**config.mk**
```make
export PLATFORM = sky130hd
export DESIGN_NAME = imex_px_serializer
export DESIGN_NICKNAME = d
export VERILOG_FILES = /design/src/rtl/imex_pkg.sv /design/src/rtl/imex_sync_fifo.sv /design/src/rtl/imex_px_serializer.sv
export SDC_FILE = /design/constraint.sdc
export NUM_CORES = 1
export LEC_CHECK = 0
export BUFFER_PORTS_ARGS = -buffer_cell sky130_fd_sc_hd__buf_2
export CAP_MARGIN = 30
export CORE_MARGIN = 2
export CORE_UTILIZATION = 33
export CTS_CLUSTER_DIAMETER = 50
export DETAILED_ROUTE_END_ITERATION = 16
export SETUP_SLACK_MARGIN = 0.4
export SYNTH_ARGS = -nofsm -noshare
export SYNTH_HDL_FRONTEND = slang
export SYNTH_HIERARCHICAL = 1
export SYNTH_SLANG_ARGS = --single-unit
```
**constraint.sdc**
```tcl
create_clock -name clk -period 3.75 [get_ports clk]
set_input_delay 0 -clock clk [delete_from_list [all_inputs] [get_ports clk]]
set_output_delay 0 -clock clk [all_outputs]
set_load 0.02 [all_outputs]
```
**src/rtl/imex_pkg.sv**
```systemverilog
`default_nettype none
// ============================================================================
//  Module      : imex_pkg
//  Description : Shared byte width, bytes-per-pixel helper and FSM state
//                encoding for the pixel serializer.
//  Revision    : 1.0 - initial release
// ============================================================================
package imex_pkg;

    localparam int BYTE_W = 8;

    typedef enum logic [0:0] {
        ST_IDLE = 1'b0,
        ST_SEND = 1'b1
    } state_t;

    function automatic int nb_of(input int dw);
        return dw / BYTE_W;
    endfunction

endpackage
`default_nettype wire

```
**src/rtl/imex_sync_fifo.sv**
```systemverilog
`default_nettype none
// ============================================================================
//  Module      : imex_sync_fifo
//  Description : Single-clock FIFO with wrap-bit pointers; exposes the head
//                and the entry behind it so the reader can chain without gaps.
//  Revision    : 1.0 - initial release
// ============================================================================
module imex_sync_fifo #(
    parameter int WIDTH = 24,
    parameter int DEPTH = 4
) (
    input  logic             clk,
    input  logic             rst,
    input  logic             i_push,
    input  logic             i_pop,
    input  logic [WIDTH-1:0] i_data,
    output logic             o_full,
    output logic             o_empty,
    output logic             o_multi,
    output logic [WIDTH-1:0] o_head,
    output logic [WIDTH-1:0] o_head_next
);

    localparam int AW = $clog2(DEPTH);

    logic [WIDTH-1:0] r_mem [DEPTH];
    logic [AW:0]      r_wr_ptr;
    logic [AW:0]      r_rd_ptr;
    logic [AW:0]      w_count;
    logic [AW-1:0]    w_rd_next_idx;
    logic             w_do_push;
    logic             w_do_pop;

    assign o_empty       = (r_wr_ptr == r_rd_ptr);
    assign o_full        = (r_wr_ptr[AW] != r_rd_ptr[AW]) &&
                           (r_wr_ptr[AW-1:0] == r_rd_ptr[AW-1:0]);
    assign w_count       = r_wr_ptr - r_rd_ptr;
    assign o_multi       = (w_count > (AW+1)'(1));
    assign w_rd_next_idx = r_rd_ptr[AW-1:0] + AW'(1);
    assign o_head        = r_mem[r_rd_ptr[AW-1:0]];
    assign o_head_next   = r_mem[w_rd_next_idx];

    // A push into a full FIFO is legal when the head leaves on the same edge.
    assign w_do_pop  = i_pop & ~o_empty;
    assign w_do_push = i_push & (~o_full | w_do_pop);

    always_ff @(posedge clk or negedge rst) begin
        if (!rst) begin
            r_wr_ptr <= '0;
            r_rd_ptr <= '0;
        end else begin
            if (w_do_push) r_wr_ptr <= r_wr_ptr + (AW+1)'(1);
            if (w_do_pop)  r_rd_ptr <= r_rd_ptr + (AW+1)'(1);
        end
    end

    always_ff @(posedge clk) begin
        if (w_do_push) r_mem[r_wr_ptr[AW-1:0]] <= i_data;
    end

endmodule
`default_nettype wire

```
**src/rtl/imex_px_serializer.sv**
```systemverilog
`default_nettype none
// ============================================================================
//  Module      : imex_px_serializer
//  Description : Buffers incoming pixels and emits each one MSB-byte first
//                on a valid/ready byte stream; flags overflow stickily.
//  Revision    : 1.0 - initial release
// ============================================================================
module imex_px_serializer
    import imex_pkg::*;
#(
    parameter int DW    = 24,
    parameter int DEPTH = 4
) (
    input  logic          clk,
    input  logic          rst,
    input  logic          i_valid,
    input  logic [DW-1:0] i_data,
    output logic          o_valid,
    input  logic          o_ready,
    output logic [7:0]    o_data,
    output logic          o_last,
    output logic          o_error
);

    localparam int NB = nb_of(DW);
    localparam int CW = (NB > 1) ? $clog2(NB) : 1;

    state_t        r_state;
    state_t        w_state_nxt;
    logic [DW-1:0] r_shift;
    logic [CW-1:0] r_cnt;
    logic          r_error;
    logic          w_full;
    logic          w_empty;
    logic          w_multi;
    logic [DW-1:0] w_head;
    logic [DW-1:0] w_head_next;
    logic          w_last_xfer;

    assign w_last_xfer = o_valid & o_ready & o_last;

    imex_sync_fifo #(
        .WIDTH (DW),
        .DEPTH (DEPTH)
    ) u_fifo (
        .clk         (clk),
        .rst         (rst),
        .i_push      (i_valid),
        .i_pop       (w_last_xfer),
        .i_data      (i_data),
        .o_full      (w_full),
        .o_empty     (w_empty),
        .o_multi     (w_multi),
        .o_head      (w_head),
        .o_head_next (w_head_next)
    );

    always_ff @(posedge clk or negedge rst) begin
        if (!rst) r_state <= ST_IDLE;
        else      r_state <= w_state_nxt;
    end

    always_comb begin
        w_state_nxt = r_state;
        case (r_state)
            ST_IDLE: if (!w_empty) w_state_nxt = ST_SEND;
            ST_SEND: if (w_last_xfer && !w_multi) w_state_nxt = ST_IDLE;
            default: w_state_nxt = ST_IDLE;
        endcase
    end

    always_comb begin
        o_valid = (r_state == ST_SEND);
        o_last  = o_valid && (r_cnt == CW'(NB - 1));
        o_data  = r_shift[DW-1 -: BYTE_W];
        o_error = r_error;
    end

    // The head stays queued while it is serialised; the entry behind it is
    // preloaded on the last byte so back-to-back pixels leave no bubble.
    always_ff @(posedge clk or negedge rst) begin
        if (!rst) begin
            r_shift <= '0;
            r_cnt   <= '0;
        end else if (r_state == ST_IDLE) begin
            if (!w_empty) begin
                r_shift <= w_head;
                r_cnt   <= '0;
            end
        end else if (o_valid && o_ready) begin
            if (o_last) begin
                r_shift <= w_multi ? w_head_next : (r_shift << BYTE_W);
                r_cnt   <= '0;
            end else begin
                r_shift <= r_shift << BYTE_W;
                r_cnt   <= r_cnt + CW'(1);
            end
        end
    end

    always_ff @(posedge clk or negedge rst) begin
        if (!rst)                                r_error <= 1'b0;
        else if (i_valid && w_full && !w_last_xfer) r_error <= 1'b1;
    end

endmodule
`default_nettype wire

```
==> flow_metrics.tcl <==
set metrics [dict create \
    yosysMostFrequentCell "edfxtp_1" \
    hold-worst-slack_ps 251 \
    cellPowerDensity_nw_per_um2 913 \
    min_path_type "input port to async pin" \
    antenna_found_initial 0 \
    wl_per_cell_um 19.6 \
    timing.rr.start "o_valid$_DFF_PN0_" \
    synthArstFlopShare_pct 26.2 \
    met2_usage_pct 22.1 \
    drtIter0Drc 242 \
    met3_usage_pct 3.51 \
    rsz0062_at_grt "false" \
    fp.dieH_um 141 \
    syn_inst 345 \
    yosys.area.top_type_share_pct 46.4 \
    cts_made_buffers 17 \
    grt_max_degree 35 \
    vias 3374 \
    clkLatencyLatePin_ps 410 \
    die_w_um 141 \
    finalCriticalPeriod_ps 2840 \
    drc 0 \
    grtUsageTotal_pct 13.9 \
    dr.pass1.iters 6 \
    final_layout_size_suffix_gt1_share_pct 33.1 \
    synth_edf_count 96 \
    power_leakage_nw 2.77 \
    cts-root-buf "clkbuf_16" \
    path_clk_slew_ps 50 \
    clk_path_buf_depth 2 \
    netlist_top_cells_area "edfxtp_1 46%, mux4_2 17%, dfrtp_1 14%" \
    worstSetupPathType "input port to register" \
    h-tree-depth 4 \
    synth_nets 381 \
    start_util_pct 33.5 \
    nFillCells 1644 \
    tightestPinTransition_ps 804 \
    cp_max_fo 25 \
    synth_cell_types 37 \
    max_freq_mhz 352 \
    row_count 50 \
    grt_pass1_vias 3578 \
    syn_avg_cell_area_sq_um 18.0 \
    dp_hpwl_um 8530 \
    hold_viol 0 \
    die_area_sq_um 20000 \
    yosys_register_bits 130 \
    status "complete, no violations" \
    seq_area_frac_synth_pct 60.0 \
    r2r_slack_ps 940 \
    r2r_end "u_fifo/r_mem[0][4]$_DFFE_PP_" \
    fp.coreArea_sq_um 18600 \
    numPortBuffers 38 \
    arrival_ps 2960 \
    routed_wl_um 12900 \
    clock_skew_ps 6.14 \
    gp_congestion 0.710 \
    relSlewSlack_pct 46.4 \
    ir_drop_mv 0.467 \
    area_delta_synth_final_pct 20.6 \
    clock-sinks 130 \
    rr_worst_depth 6 \
    required_ps 3860 \
    cp-start-kind "input port" \
    grt-busiest-layer "met2" \
    via_per_inst 5.14 \
    synth_top_cell_by_area "edfxtp_1" \
    grt-ovfl-total 0 \
    drv_cap 0 \
    yosysWarnings 6 \
    setup_viol 0 \
    cts_tree "yes" \
    synth_ff_type "edfxtp_1" \
    end_kind "register" \
    synth_area_sq_um 6220 \
    post_cts_buffers 0 \
    layout.nets 446 \
    netlist_top_cells_count "96 x edfxtp_1, 48 x mux4_2, 34 x dfrtp_1, 32 x mux2i_1, 19 x buf_4" \
    diodes 0 \
    grt_use_met1_pct 18.8 \
    drv_slew 0 \
    ios 39 \
    grt_pass1_wl_um 20400 \
    ant_nets 0 \
    period_share_pct 75.8 \
    finalSetupTns_ps 0 \
]
==> final cells by class <==
type                            instances  area (sq um)  share of cell area [%]
Sequential cell                       130          3730                    49.8
Multi-Input combinational cell        179          2250                    30.0
Timing Repair Buffer                   77           588                    7.84
Clock buffer                           18           429                    5.72
Tap cell                              234           293                    3.91
Clock inverter                         14           185                    2.47
Inverter                                5          18.8                   0.250
==> state kept, by name (all words and copies together) (netlist names) <==
register and count:
o_error 1, o_valid 1, r_cnt 2, r_shift 24, u_fifo/r_mem 96, u_fifo/r_rd_ptr 3
u_fifo/r_wr_ptr 3
==> power by group <==
| group | internal (mW) | switching, mW | total [mW] |
|---|---|---|---|
| Clock | 1.11 | 0.594 | 1.70 |
| Sequential | 1.99 | 0.260 | 2.25 |
| Combinational | 1.45 | 1.44 | 2.89 |
==> repair_timing <==
action	in CTS	in global routing
endpoints found under the hold margin	135	0
setup endpoints to repair	0	0
hold buffers	27	0
gates resized for setup	0	0
==> placed cells by master (no fill, tap or decap), types with 2 or more instances in the layout <==
cell type      instances
a21oi_1                4
a22o_1                 8
a31oi_1                3
and2b_1                2
and3_1                 3
buf_12                 3
buf_2                 38
buf_4                  9
bufinv_16              4
clkbuf_16             17
clkinv_1               4
clkinvlp_4             2
dfrtp_1               33
dlygate4sd3_1         27
edfxtp_1              96
ha_1                   7
inv_1                  5
inv_6                  3
mux2_1                 2
mux2_4                 9
mux2i_1               32
mux4_2                48
nand2_1               14
nand3b_1              10
nor2b_2                2
o21ai_0                2
o21ai_1                2
o221ai_1              16
xnor2_1                2
==> how the worst max path moves through the flow <==
stage | end | start | cells after the start | slack, ps
floorplan | u_fifo/r_mem[3][0]$_DFFE_PP_ | u_fifo/r_rd_ptr[1]$_DFFE_PN0P_ | 8 | 640
global placement | u_fifo/r_mem[2][9]$_DFFE_PP_ | o_valid$_DFF_PN0_ | 6 | 1040
detailed placement | u_fifo/r_mem[0][8]$_DFFE_PP_ | o_valid$_DFF_PN0_ | 6 | 930
CTS | u_fifo/r_mem[0][5]$_DFFE_PP_ | o_ready | 8 | 910
global route | u_fifo/r_mem[0][4]$_DFFE_PP_ | o_ready | 8 | 740
finish | u_fifo/r_mem[0][4]$_DFFE_PP_ | o_ready | 8 | 910
==> routing by layer <==
layer  vias to the layer above  routed length [um]
met1                      1761                5940
met5                         -                   0
met4                         0                 142
li1                       1534                   -
met3                        12                 534
met2                        67                6250
==> metrics by stage <==
| step | utilization (%) | std cells | power [mW] | setup slack, ps | area (sq um) |
|---|---|---|---|---|---|
| after global placement | 35.6 | 598 | 5.14 | 1040 | 6610 |
| after floorplan | - | 345 | 4.55 | 637 | 6220 |
| final | 40.4 | 657 | 6.84 | 907 | 7500 |
| after detailed placement | 35.6 | 598 | 5.19 | 933 | 6610 |
| after global routing | 40.4 | 657 | 7.25 | 741 | 7500 |
| after CTS | 40.4 | 657 | 6.93 | 907 | 7500 |
==> cells by family (layout without fill, tap and decap cells) <==
logic type | after synthesis | in the layout | share of synthesized area [%]
simple gates | 39 | 39 | 4.00
buf+inv | 36 | 114 | 3.88
xor+xnor | 4 | 4 | 0.684
fa+ha+maj | 8 | 8 | 1.73
compound gates | 37 | 37 | 4.59
mux | 91 | 91 | 25.1
flops | 130 | 130 | 60.0
==> worst max-delay path: stages <==
cell and delay [ps]:
dlygate4sd3_1 530, buf_2 260, nand2_4 260, nor3b_1 550, nand3b_1 240, or2_1 180, and3_1 680, buf_12 240
Power figures use the tool's default switching activity.
